==> src/rtl/key_load_ctrl_if.sv <==
// Wishbone B3 classic bus bundle between the key loader and the shared
// RAM/key-register slave port.
interface key_load_ctrl_if;
  logic [31:0] adr;
  logic [31:0] wdat;
  logic [31:0] rdat;
  logic [3:0]  sel;
  logic        cyc;
  logic        stb;
  logic        we;
  logic [2:0]  cti;
  logic [1:0]  bte;
  logic        ack;
  logic        err;

  modport master (
    output adr, wdat, sel, cyc, stb, we, cti, bte,
    input  rdat, ack, err
  );

  modport slave (
    input  adr, wdat, sel, cyc, stb, we, cti, bte,
    output rdat, ack, err
  );
endinterface

==> src/rtl/key_load_ctrl.sv <==
// Boot-time Wishbone master: copies the OTP key image from RAM into the
// key register window, one classic read then one classic write per word.
module key_load_ctrl #(
  parameter int          NUM_WORDS = 24,
  parameter logic [31:0] KEY_BASE  = 32'h0008_0000,
  parameter int          TIMEOUT   = 255,
  parameter int          MAX_RETRY = 2
) (
  input  logic            wb_clk_i,
  input  logic            wb_rst_i,
  input  logic            start_i,
  input  logic [31:0]     src_base_i,
  key_load_ctrl_if.master wbm,
  output logic            busy_o,
  output logic            done_o,
  output logic            err_o,
  output logic            lock_o,
  output logic [4:0]      word_cnt_o
);

  localparam logic [4:0] LAST = 5'(NUM_WORDS - 1);
  localparam logic [7:0] TMO  = 8'(TIMEOUT);
  localparam logic [3:0] RMAX = 4'(MAX_RETRY);

  typedef enum logic [2:0] {
    IDLE, RD, WR, GAP_R, GAP_W, DONE, ERR
  } state_t;

  state_t      state, state_d;
  logic [31:0] src_q, src_d;
  logic [31:0] data_q, data_d;
  logic [4:0]  cnt_q, cnt_d;
  logic [3:0]  retry_q, retry_d;
  logic [7:0]  tmo_q, tmo_d;
  logic        busy_d, err_d, lock_d, done_d;
  logic        fail, we_d, txn_d;
  logic [31:0] offs, adr_d, dat_d;

  assign wbm.cti    = 3'b000;
  assign wbm.bte    = 2'b00;
  assign word_cnt_o = cnt_q;

  always_comb begin
    state_d = state;
    src_d   = src_q;
    data_d  = data_q;
    cnt_d   = cnt_q;
    retry_d = retry_q;
    tmo_d   = tmo_q;
    busy_d  = busy_o;
    err_d   = err_o;
    lock_d  = lock_o;
    fail    = wbm.err || (tmo_q == TMO);
    unique case (state)
      IDLE: begin
        if (start_i && !lock_o) begin
          src_d   = src_base_i;
          cnt_d   = '0;
          retry_d = '0;
          err_d   = 1'b0;
          busy_d  = 1'b1;
          state_d = GAP_R;
        end
      end
      GAP_R: begin
        tmo_d   = '0;
        state_d = RD;
      end
      GAP_W: begin
        tmo_d   = '0;
        state_d = WR;
      end
      RD, WR: begin
        // ack has priority over a simultaneous err
        if (wbm.ack) begin
          retry_d = '0;
          if (state == RD) begin
            data_d  = wbm.rdat;
            state_d = GAP_W;
          end else if (cnt_q == LAST) begin
            busy_d  = 1'b0;
            lock_d  = 1'b1;
            state_d = DONE;
          end else begin
            cnt_d   = cnt_q + 5'd1;
            state_d = GAP_R;
          end
        end else if (fail) begin
          if (retry_q == RMAX) begin
            retry_d = '0;
            busy_d  = 1'b0;
            err_d   = 1'b1;
            state_d = ERR;
          end else begin
            retry_d = retry_q + 4'd1;
            state_d = (state == RD) ? GAP_R : GAP_W;
          end
        end else if (tmo_q != TMO) begin
          tmo_d = tmo_q + 8'd1;
        end
      end
      DONE, ERR: state_d = IDLE;
      default:   state_d = IDLE;
    endcase

    // bus outputs are a function of the next state, so they only move
    // on transitions and stay frozen while a slave inserts waits
    offs   = {25'd0, cnt_d, 2'b00};
    we_d   = (state_d == WR);
    txn_d  = (state_d == RD) || we_d;
    done_d = (state_d == DONE);
    adr_d  = wbm.adr;
    dat_d  = wbm.wdat;
    if (state_d == RD) adr_d = src_d + offs;
    if (we_d) begin
      adr_d = KEY_BASE + offs;
      dat_d = data_d;
    end
  end

  always_ff @(posedge wb_clk_i or posedge wb_rst_i) begin
    if (wb_rst_i) begin
      state    <= IDLE;
      src_q    <= '0;
      data_q   <= '0;
      cnt_q    <= '0;
      retry_q  <= '0;
      tmo_q    <= '0;
      busy_o   <= 1'b0;
      done_o   <= 1'b0;
      err_o    <= 1'b0;
      lock_o   <= 1'b0;
      wbm.cyc  <= 1'b0;
      wbm.stb  <= 1'b0;
      wbm.we   <= 1'b0;
      wbm.adr  <= '0;
      wbm.wdat <= '0;
      wbm.sel  <= '0;
    end else begin
      state    <= state_d;
      src_q    <= src_d;
      data_q   <= data_d;
      cnt_q    <= cnt_d;
      retry_q  <= retry_d;
      tmo_q    <= tmo_d;
      busy_o   <= busy_d;
      done_o   <= done_d;
      err_o    <= err_d;
      lock_o   <= lock_d;
      wbm.cyc  <= txn_d;
      wbm.stb  <= txn_d;
      wbm.we   <= we_d;
      wbm.adr  <= adr_d;
      wbm.wdat <= dat_d;
      wbm.sel  <= txn_d ? 4'hF : 4'h0;
    end
  end

endmodule

==> src/flat_wrapper.sv <==
// flat-port wrapper written by rule: the top's interface ports become plain ports
module key_load_ctrl_flat 
#(
  parameter int          NUM_WORDS = 24,
  parameter logic [31:0] KEY_BASE  = 32'h0008_0000,
  parameter int          TIMEOUT   = 255,
  parameter int          MAX_RETRY = 2
)
  (wb_clk_i, wb_rst_i, start_i, src_base_i, busy_o, done_o, err_o, lock_o, word_cnt_o, wbm_adr, wbm_wdat, wbm_sel, wbm_cyc, wbm_stb, wbm_we, wbm_cti, wbm_bte, wbm_rdat, wbm_ack, wbm_err);
  key_load_ctrl_if wbm_i ();
  input  logic wb_clk_i;
  input  logic wb_rst_i;
  input  logic start_i;
  input  logic [31:0] src_base_i;
  output logic busy_o;
  output logic done_o;
  output logic err_o;
  output logic lock_o;
  output logic [4:0] word_cnt_o;
  output wire logic [$bits(wbm_i.adr)-1:0] wbm_adr;
  output wire logic [$bits(wbm_i.wdat)-1:0] wbm_wdat;
  output wire logic [$bits(wbm_i.sel)-1:0] wbm_sel;
  output wire logic [$bits(wbm_i.cyc)-1:0] wbm_cyc;
  output wire logic [$bits(wbm_i.stb)-1:0] wbm_stb;
  output wire logic [$bits(wbm_i.we)-1:0] wbm_we;
  output wire logic [$bits(wbm_i.cti)-1:0] wbm_cti;
  output wire logic [$bits(wbm_i.bte)-1:0] wbm_bte;
  input wire logic [$bits(wbm_i.rdat)-1:0] wbm_rdat;
  input wire logic [$bits(wbm_i.ack)-1:0] wbm_ack;
  input wire logic [$bits(wbm_i.err)-1:0] wbm_err;
  assign wbm_adr = wbm_i.adr;
  assign wbm_wdat = wbm_i.wdat;
  assign wbm_sel = wbm_i.sel;
  assign wbm_cyc = wbm_i.cyc;
  assign wbm_stb = wbm_i.stb;
  assign wbm_we = wbm_i.we;
  assign wbm_cti = wbm_i.cti;
  assign wbm_bte = wbm_i.bte;
  assign wbm_i.rdat = wbm_rdat;
  assign wbm_i.ack = wbm_ack;
  assign wbm_i.err = wbm_err;
  key_load_ctrl #(.NUM_WORDS(NUM_WORDS), .KEY_BASE(KEY_BASE), .TIMEOUT(TIMEOUT), .MAX_RETRY(MAX_RETRY)) u_core (.wb_clk_i(wb_clk_i), .wb_rst_i(wb_rst_i), .start_i(start_i), .src_base_i(src_base_i), .wbm(wbm_i), .busy_o(busy_o), .done_o(done_o), .err_o(err_o), .lock_o(lock_o), .word_cnt_o(word_cnt_o));
endmodule
==> config.mk <==
export PLATFORM = sky130hd
export DESIGN_NAME = key_load_ctrl_flat
export DESIGN_NICKNAME = d
export VERILOG_FILES = /design/src/rtl/key_load_ctrl_if.sv /design/src/rtl/key_load_ctrl.sv /design/src/flat_wrapper.sv
export SDC_FILE = /design/constraint.sdc
export NUM_CORES = 1
export LEC_CHECK = 0
export CORE_MARGIN = 8
export CORE_UTILIZATION = 55
export CTS_CLUSTER_DIAMETER = 150
export DETAILED_ROUTE_END_ITERATION = 8
export PLACE_DENSITY = 0.87
export SLEW_MARGIN = 20
export SYNTH_ARGS = -nofsm -noshare
export SYNTH_HDL_FRONTEND = slang
export SYNTH_SLANG_ARGS = --single-unit
export TNS_END_PERCENT = 100
==> constraint.sdc <==
create_clock -name wb_clk_i -period 15.1 [get_ports wb_clk_i]
set_input_delay 3.02 -clock wb_clk_i [delete_from_list [all_inputs] [get_ports wb_clk_i]]
set_output_delay 3.02 -clock wb_clk_i [all_outputs]
set_load 0.02 [all_outputs]
== Yosys cells after proc, flatten, opt, wreduce, memory -nomap -nowiden ==
Cells that the tools add are included.
Storage, ports and cells
  register bits after elaboration: 158
  logic and storage cells: 99
Cells by class
  add/sub/neg operators: 5
  eq/ne operators: 21
  mux-type cells: 42
  bitwise operators: 1
  reductions and logical operators: 15
Operators with widths (number)
  32-bit two-way mux: 7
  32-bit by 7-bit adder with 32-bit output: 1
  8-bit two-way mux: 3
  20-bit by 7-bit adder with 21-bit output, first input constant: 1
  3-bit two-way mux: 7
  4-bit two-way mux: 5
  5-bit two-way mux: 4
  8-bit one-hot mux with 2 select lines: 1
  3-bit one-hot mux with 4 select lines: 1
  1-bit two-way mux: 10
  5-bit one-hot mux with 2 select lines: 1
  3-bit by 2-bit equality test with 1-bit output, second input constant: 3
  3-bit by 2-bit != test with 1-bit output, second input constant: 3
  8-bit by 1-bit adder with 8-bit output, second input constant: 1
  8-bit equality test, second input constant: 1
  2-bit by 1-bit != test with 1-bit output, second input constant: 4
  8-bit != test, second input constant: 1
  4-bit one-hot mux with 2 select lines: 1
  4-bit AND reduction: 2
  3-bit by 1-bit equality test with 1-bit output, second input constant: 2
  3-bit equality test, second input constant: 2
  6-bit AND reduction: 1
  2-bit nonzero test: 3
  5-bit by 1-bit adder with 5-bit output, second input constant: 1
  14 further kinds: 18

== Logic depth before layout (Yosys ltp) ==
Gate-level depths: netlist of run 1.
  depth after elaboration: 9
  mapped depth: 15

== Worst setup path after synthesis of run 1 ==
OpenSTA, ideal clock, no wires.
  path type: input -> register
  start point: input port start_i
  end point: register u_core.wbm.adr[21]
  library setup time: 0.122 ns
  data arrival time: 6.689 ns
  required time: 14.978 ns
  path slack: 8.289 ns
  cell stages on the path: 13
  path through: or4b_1 buf_2 nor2_2 clkbuf_1 buf_2 mux2_2 ha_1 a21o_1 nand4_1 a32o_2 or3_4 or3b_1 a32o_1
On the way
  word-level cells in the longest chain between the ends: 6
  elaborated cells on any way between the ends: 13
  classes of those cells: add/sub: 1; eq/ne: 2; mux: 8; reduce/logical: 2
RTL lines
  start, declared: RTL line flat_wrapper.sv:13  | input logic start_i;
  1-bit logical AND: RTL line key_load_ctrl.sv:56  | if (start_i && !lock_o) begin
  32-bit two-way mux: RTL line key_load_ctrl.sv:56
  32-bit two-way mux: RTL line key_load_ctrl.sv:54  | unique case (state)
  named net u_core.src_d[3]: RTL line key_load_ctrl.sv:30  | logic [31:0] src_q, src_d;
  32-bit by 7-bit adder with 32-bit output: RTL line key_load_ctrl.sv:114  | if (state_d == RD) adr_d = src_d + offs;
  32-bit two-way mux: RTL line key_load_ctrl.sv:114
  32-bit two-way mux: RTL line key_load_ctrl.sv:115  | if (we_d) begin
  end signal, assigned: RTL line key_load_ctrl.sv:153  | wbm.adr <= adr_d;
  end, declared: RTL line key_load_ctrl_if.sv:17  | output adr, wdat, sel, cyc, stb, we, cti, bte,
The timed path passes the listed nets, and every way through them passes these cells. The select of a mux whose other input is x is not followed.
A chain may end at the register's enable or synchronous reset.

== Final worst setup path of run 1 ==
  start point: input port start_i
  end point: register u_core.wbm.adr[28]
Same word-level chain as after synthesis.

==> summary.md, run 1 <==
| Metric | Value |
|---|---|
| CTS tree | `built` |
| Normalized max-slew margin | `between 40% and 50%` |
| Power Density | `around 230 nW/um2` |
| Cell Rows | `41` |
| Layout fillers | `873` |
| Dpl ws | `roughly 8 ns` |
| R2R depth | `11` |
| Core Box Area | `approximately 13000 um2` |
| Final wirelength | `approximately 19000 um` |
| WP buf/inv | `1` |
| Reg2Reg Launch Point | `u_core.state[1]` |
| Synth Register Bits | `between 150 and 200` |
| Pin count of the biggest net entering global routing | `90` |
| Slew @ Worst Pin | `between 0.8 and 0.9 ns` |
| Unique cell type count in the Yosys netlist | `approximately 70` |
| Max H-tree Level | `4` |
| Max Cap Viol | `0` |
| Yosys Warn Count | `0` |
| Diode count | `0` |
| Final setup vio count | `0` |
| Root Buffer Master | `clkbuf_16` |
| CP peak stage delay | `~0.63 ns` |
| Antenna viol nets, final | `0` |
| Die Y | `~130 um` |
| Share of cells above drive strength 1 | `a little under a fifth` |
| Critical path endpoint category | `flip-flop` |
| Die W | `~130 um` |
| Vias in the first global route | `5818` |
| First-pass GRT wire length | `around 30000 um` |
| DR WL/cell | `slightly below 20 um` |
| Outcome | `finished clean` |
| Die area | `roughly 17000 um2` |
| Final Cycle Share | `approximately 45%` |
| Sequential element share of the synthesized area | `53.70%` |
| WS Path Type | `primary input to flip-flop` |
| Port buffer count | `around 150` |
| Synth-to-Final Area Change | `30.32%` |
| Setup tns final | `0 ns` |
| Worst Slack Setup Final | `between 8 and 9 ns` |
| Clock transition at the registers of the reported paths | `around 0.06 ns` |
| Vias | `5450` |
| Leak | `slightly below 4 nW` |
| Biggest area consumer among synthesized cells | `dfrtp_1` |
| Via/cell ratio | `just under 6` |
| Top post-synthesis cells by area | `dfrtp_1, mux2_2, nand2_1` |
| Synth Instances | `just over 600` |
| Reg-to-reg slack, setup | `around 11 ns` |
| Critical path peak fanout | `16` |
| WP data arrival | `7.07 ns` |
| Top FF cell, synth | `dfrtp_1` |
| CTS Buffer Depth | `2` |
| Required @ worst endpoint | `approximately 15 ns` |
| Worst r2r dst | `u_core.wbm.adr[28]` |
| HP Class | `flip-flop to flip-flop` |
| Starting Density | `between 50% and 60%` |
| DP HPWL | `roughly 13000 um` |
| Final Slew Violations | `0` |
| Final hold violation count | `0` |
| Ys async rst share | `between 90% and 100%` |
| Critical Path Sink | `u_core.wbm.adr[28]` |
| Number of synthesized flops with an enable pin | `0` |
| Startpoint Class | `primary input` |
| Highest Clock Rate | `between 0.1 and 0.15 GHz` |
| CP Cell Sequence | `clkdlybuf4s50_1 > or4b_1 > nor2_4 > mux2_2 > ha_1 > fa_1 > a21oi_1 > o21ai_0 > o21ai_1 > nand2b_1 > o21ai_0 > a32o_1` |
| Top cell by count, worst path | `o21ai_0` |
| Nets | `828` |
| Synthesized cell area | `a little over 7000 um2` |
| DR pass1 iterations | `5` |
| Syn avg cell area | `around 12 um2` |
| CTS Hold Bufs | `0` |
| CTS Buf Count | `17` |
| RD Place Congestion | `between 0.8 and 0.9` |
| Clock sink total | `roughly 150` |
| Top-level I/O count | `around 150` |
| Top cell type's share of synthesized area | `a little over half` |
| Post-cts sizing count | `0` |
| Initial DRC Count | `472` |
| Initial antenna violation count | `0` |
| Max rail drop VDD | `approximately 0.00014 V` |
| Crit path max-delay family | `simple AND/OR/NAND/NOR gates` |
| Instance count on the critical path | `12` |
| Clock skew | `between 0.007 and 0.008 ns` |
| GRT Residual Overflow | `0` |
| Overall routing resource usage | `22.77%` |
| Period minus WS final | `slightly below 7 ns` |
| Clk_lat worst skew | `approximately 0.43 ns` |
| DRC | `0` |
| Number of setup buffers added after CTS | `0` |
| CP max stage cell | `or4b_1` |
| RSZ-0062 raised after global routing | `false` |
| CP startpoint | `start_i` |
worst register-to-register path, cell delays in order, from the launching register on:
cell	delay, ns
dfrtp_1	0.57
or4b_1	0.78
nor2_4	0.42
mux2_2	0.42
ha_1	0.22
fa_1	0.40
a21oi_1	0.23
o21ai_0	0.22
o21ai_1	0.40
nand2b_1	0.24
o21ai_0	0.12
a32o_1	0.26
routing by layer:
metal / wire, um / up-vias / GRT usage, %
li1: - / 2483 / -
met1: 7129 / 2692 / 25.97
met2: 9112 / 246 / 38.03
met3: 1913 / 29 / 8.935
met4: 357 / 0 / 8.333
met5: 0 / - / 0
kinds of logic (layout without fill, tap and decap cells):
family          count (synthesis)  in the layout  share of synthesized area [%]
other cells                     1              5                        0.05225
fa+ha+maj                      11             11                          1.987
buf+inv                        50            201                          3.330
mux                           102            102                          15.80
xor+xnor                       21             21                          2.563
compound gates                111            111                          11.24
simple gates                  157            157                          11.33
flops                         154            154                          53.70
cells in the final DEF, fill, tap and decap left out, types with 12 or more instances in the layout:
cell	Yosys	final
dfrtp_1	154	154
clkdlybuf4s50_1	0	148
mux2_2	89	89
nand2_1	50	50
nor2_1	22	21
o21ai_0	21	21
clkbuf_16	0	17
xnor2_1	16	16
nor3_1	16	16
a21oi_1	14	14
nand3_1	13	13
inv_1	14	13
mux2i_1	12	12
cells in the mapped netlist, drive strengths merged (2+ instances only):
cell type	count
mux2	90
o21a	2
dfrtp	154
o31ai	9
inv	15
nand4	7
o21bai	5
and4	5
buf	22
a21o	4
o41ai	2
nand4b	2
a32o	9
mux2i	12
nor3	17
or3b	3
a21boi	2
a21oi	14
or3	4
and3	9
nand2	50
nor4	4
a22o	11
clkbuf	12
nand3	13
nor2b	4
nand3b	2
nor2	23
a211oi	3
a22oi	3
o21ai	23
a31oi	6
xor2	5
a31o	4
or2	2
a41oi	3
nand2b	7
o221a	3
ha	9
xnor2	16
final cells by class:
cell class	count	area (um2)	share of cell area, %
flip-flops and latches	154	3854	41.20
repair buffers	153	1519	16.24
clock inverters	15	167.7	1.793
inverters	16	65.06	0.6957
well taps	172	215.2	2.301
multi-input cells	407	3107	33.22
clock buffers	17	425.4	4.548
metrics by stage:
| stage | instances | power [mW] | hold slack (ns) | cell area [um2] | util [%] |
|---|---|---|---|---|---|
| floorplan | 611 | 1.373 | 0.4381 | 7192 | - |
| global placement | 902 | 1.698 | 0.4570 | 8760 | 69.13 |
| detailed placement | 902 | 1.745 | 0.4766 | 8760 | 69.13 |
| CTS | 934 | 2.182 | 0.4947 | 9353 | 73.81 |
| global route | 934 | 2.298 | 0.5133 | 9353 | 73.81 |
| finish | 934 | 2.172 | 0.4924 | 9353 | 73.81 |
state kept, by name (all words and copies together) (netlist names), 3 cells and up:
name / flops
u_core.tmo_q: 8
u_core.word_cnt_o: 5
u_core.retry_q: 4
u_core.src_q: 32
u_core.wbm.wdat: 32
u_core.wbm.adr: 32
u_core.state: 3
u_core.data_q: 32
power by group:
part           leakage, nW  total [mW]  internal, mW  switching, mW
clock network        0.266       0.422         0.246          0.177
registers             1.89       0.724         0.609          0.116
logic                 1.76        1.03         0.485          0.541
worst min path at each step:
| stage | start | to | slack [ns] | cells after the start |
|---|---|---|---|---|
| detailed placement | u_core.wbm.adr[8] | u_core.wbm.adr[8] | 0.48 | 2 |
| finish | u_core.wbm.adr[27] | u_core.wbm.adr[27] | 0.49 | 2 |
| CTS | u_core.wbm.adr[27] | u_core.wbm.adr[27] | 0.49 | 2 |
| global placement | u_core.retry_q[3] | u_core.retry_q[3] | 0.46 | 1 |
| floorplan | u_core.retry_q[3] | u_core.retry_q[3] | 0.44 | 1 |
| global route | u_core.data_q[12] | u_core.data_q[12] | 0.51 | 1 |
Note: power is estimated with default switching activity, not from simulation.
==> inputs of run 2 (changes only) <==
Settings changed: CORE_UTILIZATION 55 to 46, PLACE_DENSITY 0.87 to 0.77.
Clock period 15.1 ns to 6.2 ns, I/O delays scaled along.
==> run 2 against run 1 <==
Net effect: clock power up 140%; global-route usage down 4.2 points; utilization down 12 points; worst setup slack worse by 6.9 ns; register-to-register slack worse by 8.6 ns; cell area about the same; via count down 0.73%; clock-buffer cell count up 1.
==> summary.md, run 2 (synthesis gave the netlist of run 1 again) <==
| Metric | Value |
|---|---|
| Outcome | `finished clean` |
| Antenna viol nets, final | `0 (unchanged)` |
| Switch share | `38.16% (-0.20 points)` |
| Normalized max-slew margin | `34.87% (-8.4 points)` |
| First-pass GRT wire length | `29610 um (-1.6%)` |
| Clk_lat worst skew | `0.42 ns (about the same)` |
| Top-level I/O count | `154 (unchanged)` |
| P_sw | `1.995 mW (+140%)` |
| Number of setup buffers added after CTS | `0 (unchanged)` |
| Critical path peak fanout | `8 (-8)` |
| Most frequent cells in the layout | `dfrtp_1, clkdlybuf4s50_1, mux2_2, nand2_1` |
| Initial antenna violation count | `0 (unchanged)` |
| Clock sink total | `154 (unchanged)` |
| Slew @ Worst Pin | `0.9524 ns (+0.1010 ns)` |
| CP max stage cell | `or4b_1` |
| CP peak stage delay | `0.62 ns (about the same)` |
| DP HPWL | `13000 um (-1.3%)` |
| Top cell by count, worst path | `o21ai_0` |
| CTS Buf Count | `17 (unchanged)` |
| HP Class | `flip-flop to flip-flop` |
| Nets | `828 (unchanged)` |
| Combinational share of power | `47.0% (-0.2 points)` |
| Via/cell ratio | `5.695 (-2.4%)` |
| CP Cell Sequence | `clkdlybuf4s50_1 > or4b_1 > nor2_4 > mux2_2 > ha_1 > fa_1 > a21oi_1 > o21ai_0 > o21ai_1 > nand2b_1 > o21ai_0 > a32o_1` |
| Internal power | `3.233 mW (+140%)` |
| CTS Hold Bufs | `0 (unchanged)` |
| WP data arrival | `5.07 ns (-2.00 ns)` |
| Clock skew | `0.008924 ns (+0.001375 ns)` |
| Final setup vio count | `0 (unchanged)` |
| Die Y | `140.9 um (+8.2%)` |
| Final core occ | `61.56% (-12 points)` |
| Pin count of the biggest net entering global routing | `107 (+19%)` |
| GRT Residual Overflow | `0 (unchanged)` |
| Required @ worst endpoint | `6.51 ns (-8.90 ns)` |
| Sequential share of power | `33.7% (+0.4 points)` |
| CTS tree | `built` |
| Synth-to-Final Area Change | `30.39% (about the same)` |
| Final wirelength | `18050 um (-2.5%)` |
| Power Density | `558.6 nW/um2 (+140%)` |
| Starting Density | `47.21% (-9.4 points)` |
| Core Box Area | `15200 um2 (+20%)` |
| Post-cts sizing count | `0 (unchanged)` |
| Highest Clock Rate | `about 0.21 GHz` |
| WS Path Type | `primary input to flip-flop` |
| DR WL/cell | `19.00 um (-4.1%)` |
| Max H-tree Level | `4 (unchanged)` |
| Vias in the first global route | `5688 (-2.2%)` |
| RSZ-0062 raised after global routing | `false` |
| Period minus WS final | `around 4.8 ns` |
| Diode count | `0 (unchanged)` |
| Port buffer count | `148 (unchanged)` |
| Die area | `19850 um2 (+17%)` |
| Cell Rows | `45 (+9.8%)` |
| Max rail drop VDD | `0.0003049 V (+130%)` |
| Clock transition at the registers of the reported paths | `0.06 ns (about the same)` |
| Leak | `3.926 nW (+0.38%)` |
| Overall routing resource usage | `18.59% (-4.2 points)` |
| Commonest non-fill, non-tap cell in the layout | `dfrtp_1` |
| Startpoint Class | `primary input` |
| Initial DRC Count | `339 (-28%)` |
| DRC | `0 (unchanged)` |
| Final hold violation count | `0 (unchanged)` |
| Clock share of power | `19.3% (about the same)` |
| Max Cap Viol | `0 (unchanged)` |
| Die W | `140.9 um (+8.2%)` |
| RD Place Congestion | `0.8472 (-5.8%)` |
| Root Buffer Master | `clkbuf_16` |
| Final Slew Violations | `0 (unchanged)` |
| DR pass1 iterations | `5 (unchanged)` |
| Setup tns final | `0 ns (unchanged)` |
| Final Cycle Share | `between 70% and 80%` |
| Share of cells above drive strength 1 | `19.03% (unchanged)` |
| Critical path endpoint category | `flip-flop` |
| CTS Buffer Depth | `2 (unchanged)` |
| Vias | `5410 (-0.73%)` |
[run 2: power groups by stage]
stage                     combinational, mW  clock (mW)  sequential (mW)
after floorplan                        1.39           0             1.95
after global placement                 2.41           0             1.74
after detailed placement               2.47           0             1.77
after CTS                              2.48        1.03             1.76
after global routing                   2.67        1.07             1.82
final                                  2.46        1.01             1.76
[run 2: metrics by stage]
stage	hold WS (ns)	setup WS, ns	power (mW)	cells	area, um2
floorplan	0.4381	0.8102	3.343	611	7192
finish	0.4762	1.440	5.228	950	9358
global placement	0.4554	1.145	4.151	918	8780
global route	0.5084	1.130	5.560	950	9358
detailed placement	0.4635	1.062	4.239	918	8780
CTS	0.4761	1.486	5.270	950	9358
[run 2: path summary, 6_finish.rpt]
path / from / end / slack [ns] / cells after the start
setup / recovery: start_i / u_core.wbm.adr[30] / 1.44 / 12
hold / removal: u_core.retry_q[3] / u_core.retry_q[3] / 0.48 / 1
setup reg to reg: u_core.state[1] / u_core.wbm.adr[30] / 2.06 / 11
hold reg to reg: u_core.retry_q[3] / u_core.retry_q[3] / 0.48 / 1
max in group asynchronous: wb_rst_i / u_core.wbm.wdat[14] / 3.63 / 3
min in group asynchronous: wb_rst_i / u_core.data_q[29] / 1.41 / 2
[run 2: worst max-delay path, delay by kind of cell]
family	cells	cell delay, ns
adders and majority gates	2	0.62
AOI/OAI and AO/OA	5	1.21
and+or+nand+nor	3	1.10
buffers and inverters	1	0.52
muxes	1	0.38
[run 2: final cells by class]
class	instances	area, um2
clock buffers	18	439.2
clock inverters	14	138.9
fillers	1228	5844
inverters	16	65.06
multi-input cells	407	3107
flip-flops and latches	154	3854
well taps	188	235.2
repair buffers	153	1519
[run 2: per-layer routing]
layer  share of wire, %  wire length [um]  GRT usage (%)  up-vias
li1                   -                 -              -     2491
met1                 40              7297          22.12     2684
met2                 48              8607          29.69      209
met3                 10              1858          7.799       26
met4                1.6               287          6.618        0
met5                  0                 0              0        -
